## config.mk

```make
export PLATFORM = sky130hd
export DESIGN_NAME = round_robin_ring_arbiter
export DESIGN_NICKNAME = d
export VERILOG_FILES = /design/src/rtl/round_robin_ring_arbiter.sv
export SDC_FILE = /design/constraint.sdc
export NUM_CORES = 1
export LEC_CHECK = 0
export CORE_MARGIN = 8
export CORE_UTILIZATION = 30
export CTS_CLUSTER_DIAMETER = 80
export CTS_CLUSTER_SIZE = 16
export DETAILED_ROUTE_END_ITERATION = 8
export GPL_TIMING_DRIVEN = 0
export MAX_ROUTING_LAYER = met4
export PLACE_DENSITY = 0.63
export REMOVE_ABC_BUFFERS = 1
export SLEW_MARGIN = 10
export SYNTH_ARGS = -nofsm -noshare
export SYNTH_HDL_FRONTEND = slang
export SYNTH_SLANG_ARGS = --single-unit
export TNS_END_PERCENT = 100
```

## constraint.sdc

```tcl
create_clock -name clk -period 2.7 [get_ports clk]
set_input_delay 0.81 -clock clk [delete_from_list [all_inputs] [get_ports clk]]
set_output_delay 0.81 -clock clk [all_outputs]
set_load 0.01 [all_outputs]
```

## src/rtl/round_robin_ring_arbiter.sv

```systemverilog
// Round-robin arbiter with a rotating one-hot priority pointer, registered one-hot
// grants, an optional hold limit and a one-cycle turnaround gap after every tenure.
module round_robin_ring_arbiter #(
    parameter int unsigned N        = 4,
    parameter int unsigned MAX_HOLD = 8
) (
    input  logic                 clk,
    input  logic                 reset,
    input  logic [N-1:0]         req,
    input  logic [N-1:0]         done,
    output logic [N-1:0]         grant,
    output logic                 busy,
    output logic [$clog2(N)-1:0] owner,
    output logic [N-1:0]         ptr,
    output logic                 timeout
);

    localparam int unsigned OW = $clog2(N);
    localparam int unsigned HW = (MAX_HOLD > 0) ? $clog2(MAX_HOLD + 1) : 1;
    localparam logic [HW-1:0] HOLD_LAST = (MAX_HOLD > 0) ? HW'(MAX_HOLD - 1) : '0;

    typedef enum logic [1:0] {
        IDLE  = 2'd0,
        GRANT = 2'd1,
        GAP   = 2'd2
    } state_t;

    state_t          state_q, state_d;
    logic [N-1:0]    grant_q, grant_d;
    logic            busy_q, busy_d;
    logic [OW-1:0]   owner_q, owner_d;
    logic [N-1:0]    ptr_q, ptr_d;
    logic            timeout_q, timeout_d;
    logic [HW-1:0]   hold_q, hold_d;

    logic [OW-1:0]   ptr_idx;
    logic [OW-1:0]   cand;
    logic [OW-1:0]   win_idx;
    logic            win_found;
    logic [N-1:0]    win_onehot;

    logic            rel_done;
    logic            rel_drop;
    logic            rel_limit;
    logic            release_now;

    // Winner search: first set req bit starting at the pointer slot, wrapping N-1 -> 0.
    always_comb begin
        ptr_idx = '0;
        for (int unsigned i = 0; i < N; i++) begin
            if (ptr_q[i]) begin
                ptr_idx = OW'(i);
            end
        end

        cand      = '0;
        win_idx   = '0;
        win_found = 1'b0;
        for (int unsigned k = 0; k < N; k++) begin
            cand = OW'((32'(ptr_idx) + k) % N);
            if (!win_found && req[cand]) begin
                win_found = 1'b1;
                win_idx   = cand;
            end
        end

        win_onehot          = '0;
        win_onehot[win_idx] = win_found;
    end

    always_comb begin
        rel_done    = done[owner_q];
        rel_drop    = ~req[owner_q];
        rel_limit   = (MAX_HOLD != 0) && (hold_q == HOLD_LAST);
        release_now = rel_done | rel_drop | rel_limit;
    end

    always_comb begin
        state_d   = state_q;
        grant_d   = grant_q;
        owner_d   = owner_q;
        ptr_d     = ptr_q;
        hold_d    = hold_q;
        timeout_d = 1'b0;

        unique case (state_q)
            IDLE, GAP: begin
                grant_d = '0;
                state_d = IDLE;
                if (win_found) begin
                    state_d = GRANT;
                    grant_d = win_onehot;
                    owner_d = win_idx;
                    hold_d  = '0;
                end
            end
            GRANT: begin
                if (release_now) begin
                    state_d   = GAP;
                    grant_d   = '0;
                    ptr_d     = {grant_q[N-2:0], grant_q[N-1]};
                    // A voluntary release on the same edge as the limit is not a timeout.
                    timeout_d = rel_limit & ~rel_done & ~rel_drop;
                end else if (MAX_HOLD != 0) begin
                    hold_d = hold_q + 1'b1;
                end
            end
            default: begin
                state_d = IDLE;
                grant_d = '0;
            end
        endcase

        busy_d = |grant_d;
    end

    always_ff @(posedge clk or posedge reset) begin
        if (reset) begin
            state_q   <= IDLE;
            grant_q   <= '0;
            busy_q    <= 1'b0;
            owner_q   <= '0;
            ptr_q     <= {{(N-1){1'b0}}, 1'b1};
            timeout_q <= 1'b0;
            hold_q    <= '0;
        end else begin
            state_q   <= state_d;
            grant_q   <= grant_d;
            busy_q    <= busy_d;
            owner_q   <= owner_d;
            ptr_q     <= ptr_d;
            timeout_q <= timeout_d;
            hold_q    <= hold_d;
        end
    end

    assign grant   = grant_q;
    assign busy    = busy_q;
    assign owner   = owner_q;
    assign ptr     = ptr_q;
    assign timeout = timeout_q;

endmodule
```

**Word-level counts from Yosys, hierarchy flattened**

Index checks and enable logic that the tools add are counted.

- Register bits: 18
- Bits in latches: 0
- Memory bits (writable): 0
- ROM bits: 0
- Memories kept: 0

- $add $sub $neg: 4
- Multipliers: 0
- Div/mod/pow operators: 0
- Order comparisons: 7
- Eq/ne operators: 6
- Shifts and indexed selects: 0
- Muxes and demuxes: 36
- Bitwise operators: 7
- Reduce and logical (&&, ||, !) cells: 14

Operators with widths:

| cell | count |
|---|---|
| $lt 2x3->1 const B | 6 |
| $mux 4 | 4 |
| $pmux 4 s2 | 2 |
| $mux 1 | 15 |
| $mux 2 | 7 |
| $bmux 1 s2 | 6 |
| $ne 2x2->1 const B | 3 |
| $add 2x2->2 const B | 2 |
| $add 4x1->4 const B | 1 |
| $and 4x4->4 | 1 |
| $eq 4x3->1 const B | 1 |
| $logic_and 1x1->1 | 4 |
| $pmux 2 s2 | 1 |
| $reduce_and 2->1 | 2 |
| $reduce_or 4->1 | 1 |
| $logic_not 1->1 | 3 |
| $reduce_and 3->1 | 1 |
| $add 2x1->2 const B | 1 |
| $and 1x1->1 | 2 |
| $demux 1 s2 | 1 |
| $eq 2x1->1 const B | 1 |
| $eq 2x2->1 const B | 1 |
| $ge 2x1->1 const B | 1 |
| $logic_not 2->1 | 1 |
| 4 further kinds | 6 |

**Depth between registers and ports, before layout**

- Word-level depth: 23
- Mapped depth: 6
- Gate-level depth less buffers: 6

**Worst setup path after synthesis**

OpenSTA, ideal clock, no wires.

- Path type: in2reg
- Start point: input port req[2]
- End point: register ptr_q[3] (netlist: ptr[3])
- Library setup time: 0.125 ns
- Arrival: 2.136 ns
- Setup slack: 0.439 ns
- Stages: 5
- Buffers on the path: 1
- Path through: clkbuf_1 nor2b_1 mux4_2 a21oi_4 mux2_2

- Word-level cells in the longest chain between the ends: 6

Ends and longest elaborated chain:

| element | RTL line | source |
|---|---|---|
| start: declaration | 9 | `input logic [N-1:0] req,` |
| $bmux 1 s2 | 73 | `rel_drop = ~req[owner_q];` |
| $mux 1 (not written as such) | 73 |  |
| $not 1->1 | 73 |  |
| $or 1x1->1 (2 in a row) | 75 | `release_now = rel_done \| rel_drop \| rel_limit;` |
| $reduce_and 2->1 (no line) | -- |  |
| end signal: assignment | 123 | `ptr_q <= {{(N-1){1'b0}}, 1'b1};` |
| end signal: assignment | 131 | `ptr_q <= ptr_d;` |
| end: declaration | 32 | `logic [N-1:0] ptr_q, ptr_d;` |

Every way passes these cells. The select of a mux whose other input is x is not followed.
A chain may end at the register's enable or synchronous reset.

**Worst setup path after layout**

- Start point: input port req[2]
- End point: register owner_q[0] (netlist: owner[0])

- Word-level cells in the longest chain between the ends: 13

Ends and longest elaborated chain:

| element | RTL line | source |
|---|---|---|
| $bmux 1 s2 | 61 | `if (!win_found && req[cand]) begin` |
| $mux 1 (not written as such) | 61 |  |
| $mux 1 | 61 |  |
| $logic_not 1->1 | 61 |  |
| $logic_and 1x1->1 | 61 |  |
| $mux 1 | 61 |  |
| $logic_not 1->1 | 61 |  |
| $logic_and 1x1->1 | 61 |  |
| $mux 1 | 61 |  |
| $logic_not 1->1 | 61 |  |
| $logic_and 1x1->1 | 61 |  |
| $mux 1 | 61 |  |
| $reduce_and 2->1 (no line) | -- |  |
| end signal: assignment | 130 | `owner_q <= owner_d;` |
| end: declaration | 31 | `logic [OW-1:0] owner_q, owner_d;` |

Several ways; a longest one is shown, not always the timed one. The select of a mux whose other input is x is not followed.

==> results.md <==
- Total global routing overflow: 0
- Die W: 77.00 µm
- Hold Path Class: register to register
- YS warnings: 0
- Endpoints failing setup: 0
- Flops & latches, synth: 18
- H-tree Lvls: 1
- Via density: 5.116
- Async SR Flop Fraction: 1.000
- Num CTS Buffers: 3
- Layout area overhead: 26.35%
- Max-Cap Viols: 0
- Sequential area share after synthesis: 0.4047
- Final Max Tran Viols: 0
- Gpl congestion: 0.8221
- Design area: 1410 µm²
- Final ANT Viol Nets: 0
- PortBufs: 21
- Starting DRT DRC Count: 46
- Rows: 22
- Die Ht: 77.00 µm
- Period utilisation layout: 0.9611
- Avg Cell Area, Syn: 10.05 µm²
- GRT Overall Usage: 0.09416
- CTS root buffer: clkbuf_8
- Post-Syn Instances: 111
- Crit start category: input port
- Fmax achieved: 385.4 MHz
- Distinct cells, synth: 40
- Status: completed
- CTS clk-pin slew, worst paths: 70 ps
- Max Root-Sink Buffers: 2
- Post-synth top area share: 0.3812
- Cell Area, Synth: 1116 µm²
- Least-Margin Pin Slew: 666.1 ps
- First-pass GRT wire length: 4533 µm
- Largest net degree at the start of global routing: 19
- Synth area leaders: dfrtp_1 38%, nand2_1 4.7%, mux4_2 4.0%
- # diodes: 0
- DRC: 0
- Final WL: 2581 µm
- Max-slew headroom: 0.5554
- Drt pass-1 iters: 4
- Maximum vdd drop: 0.4616 mV
- Initial Util: 0.3095
- Dominant cell type by area after synthesis: dfrtp_1
- Avg WL per Cell: 14.26 µm
- Unrepaired setup endpoints after global routing: no
- Ports: 22
- Post-DP HPWL: 2047 µm
- DP Area: 1340 µm²
- CORE AREA: 3606 µm²
- Fin crit period: 2595 ps
- Critical path endpoint category: register
- CP arrival: 2740 ps
- CP Class: input port to register
- Initial antenna violation count: 0
- Pwr dens: 1065 nW/µm²
- Die footprint: 5928 µm²
- Share of cells above drive strength 1: 0.1353
- Final Hold Slack: 539.4 ps
- Leak: 0.0005655 µW
- Vias in the first global route: 892
- DR vias: 926
- Fill cells: 364
- Main synth FF type: dfrtp_1
- Cts hold-fix bufs: 0
- Final nets: 145
- Post-Route Utilization: 0.3910
- Peak fanout along the critical path: 9
- CTS tree: built
- Setup Skew: 5.460 ps
- CP required: 2840 ps
- Clock tree sinks: 18
- Hold Vio Cnt, Final: 0
- Post-synth EDFFs: 0
- Clock Latency Late Sink: 250 ps
synth_stat cells, types with 3 or more instances:
| library cell | count |
|---|---|
| nand2_1 | 14 |
| mux2i_1 | 4 |
| dfrtp_1 | 17 |
| nor2_1 | 6 |
| o21ai_0 | 7 |
| nor2b_1 | 5 |
| nand2b_1 | 6 |
| inv_1 | 8 |
| a21oi_1 | 4 |
| mux2_2 | 3 |
worst max-delay path, cell delays in order:
cell             delay (ps)
clkdlybuf4s50_1         650
nand2_1                 110
o221ai_2                320
a2111oi_4                90
buf_4                   190
a21oi_4                 220
mux2_1                  340
state kept, by name, summed over array words and instances (netlist names):
signal / count
ptr: 4
grant: 4
state_q: 2
hold_q: 4
owner: 2
busy: 1
timeout: 1
report_power, final:
part	switching [µW]	internal, µW	total [µW]
logic	412	417	829
registers	119	362	481
clock network	87.1	105	192
total	618	884	1500
per-layer routing:
layer | vias to the layer above | track usage | part of all wire
met5 | - | - | 0
met4 | 0 | 0.02830 | 0.011
met3 | 2 | 0.02214 | 0.047
met2 | 30 | 0.1334 | 0.45
met1 | 452 | 0.1288 | 0.49
li1 | 442 | - | -
stage by stage:
| step | setup TNS, ps | cells | worst slack [ps] | power (µW) |
|---|---|---|---|---|
| 2_1_floorplan | 0 | 107 | 573.6 | 983.3 |
| 3_3_place_gp | -924.5 | 176 | -223.4 | 1236 |
| 3_5_place_dp | -1911 | 176 | -304.4 | 1267 |
| 4_1_cts | 0 | 180 | 71.04 | 1458 |
| 5_1_grt | 0 | 181 | 22.67 | 1616 |
| 6_report | 0 | 181 | 105.1 | 1502 |
layout make-up:
cell class	instances	area (µm²)	share of cell area
clock buffers	4	45.04	0.03194
inverters	8	30.03	0.02130
multi-input cells	81	603.1	0.4277
flip-flops and latches	18	451.7	0.3203
well taps	48	60.06	0.04259
repair buffers	22	220.2	0.1562
logic make-up after synthesis:
group                    after synthesis  synth area share
AO/OA/AOI/OAI                         26            0.1895
flip-flops                            18            0.4047
adder cells (fa/ha/maj)                1           0.01121
XOR/XNOR                               1          0.007849
buffers and inverters                 12           0.06838
multiplexers                          10            0.1166
AND/OR/NAND/NOR                       43            0.2018
cell usage in the layout (no fill, tap or decap), drive strengths merged, types with 5 or more instances in the layout:
cell	instances
clkdlybuf4s50	20
nand2	14
nand2b	6
a21oi	6
dfrtp	17
nor2b	5
inv	8
o21ai	9
nor2	6
worst paths after layout:
check                                              to  depth (start not counted)  slack [ps]               start
worst max-delay path             owner[0]$_DFFE_PP0P_                          7         110              req[2]
worst min-delay path               grant[2]$_DFF_PP0_                          2         540  grant[2]$_DFF_PP0_
worst max register to register   owner[0]$_DFFE_PP0P_                          6         570  ptr[3]$_DFFE_PP0P_
worst min register to register     grant[2]$_DFF_PP0_                          2         540  grant[2]$_DFF_PP0_
max in group asynchronous          grant[0]$_DFF_PP0_                          2        1320               reset
min in group asynchronous       hold_q[1]$_DFFE_PP0P_                          2         950               reset
repair_timing:
item / CTS / global route
setup endpoints to repair: 1 / 2
endpoints found under the hold margin: 0 / 0
gates resized for setup: 0 / 3
setup buffers: 0 / 1
pin swaps: 1 / 1
(Power assumes the default switching activity.)
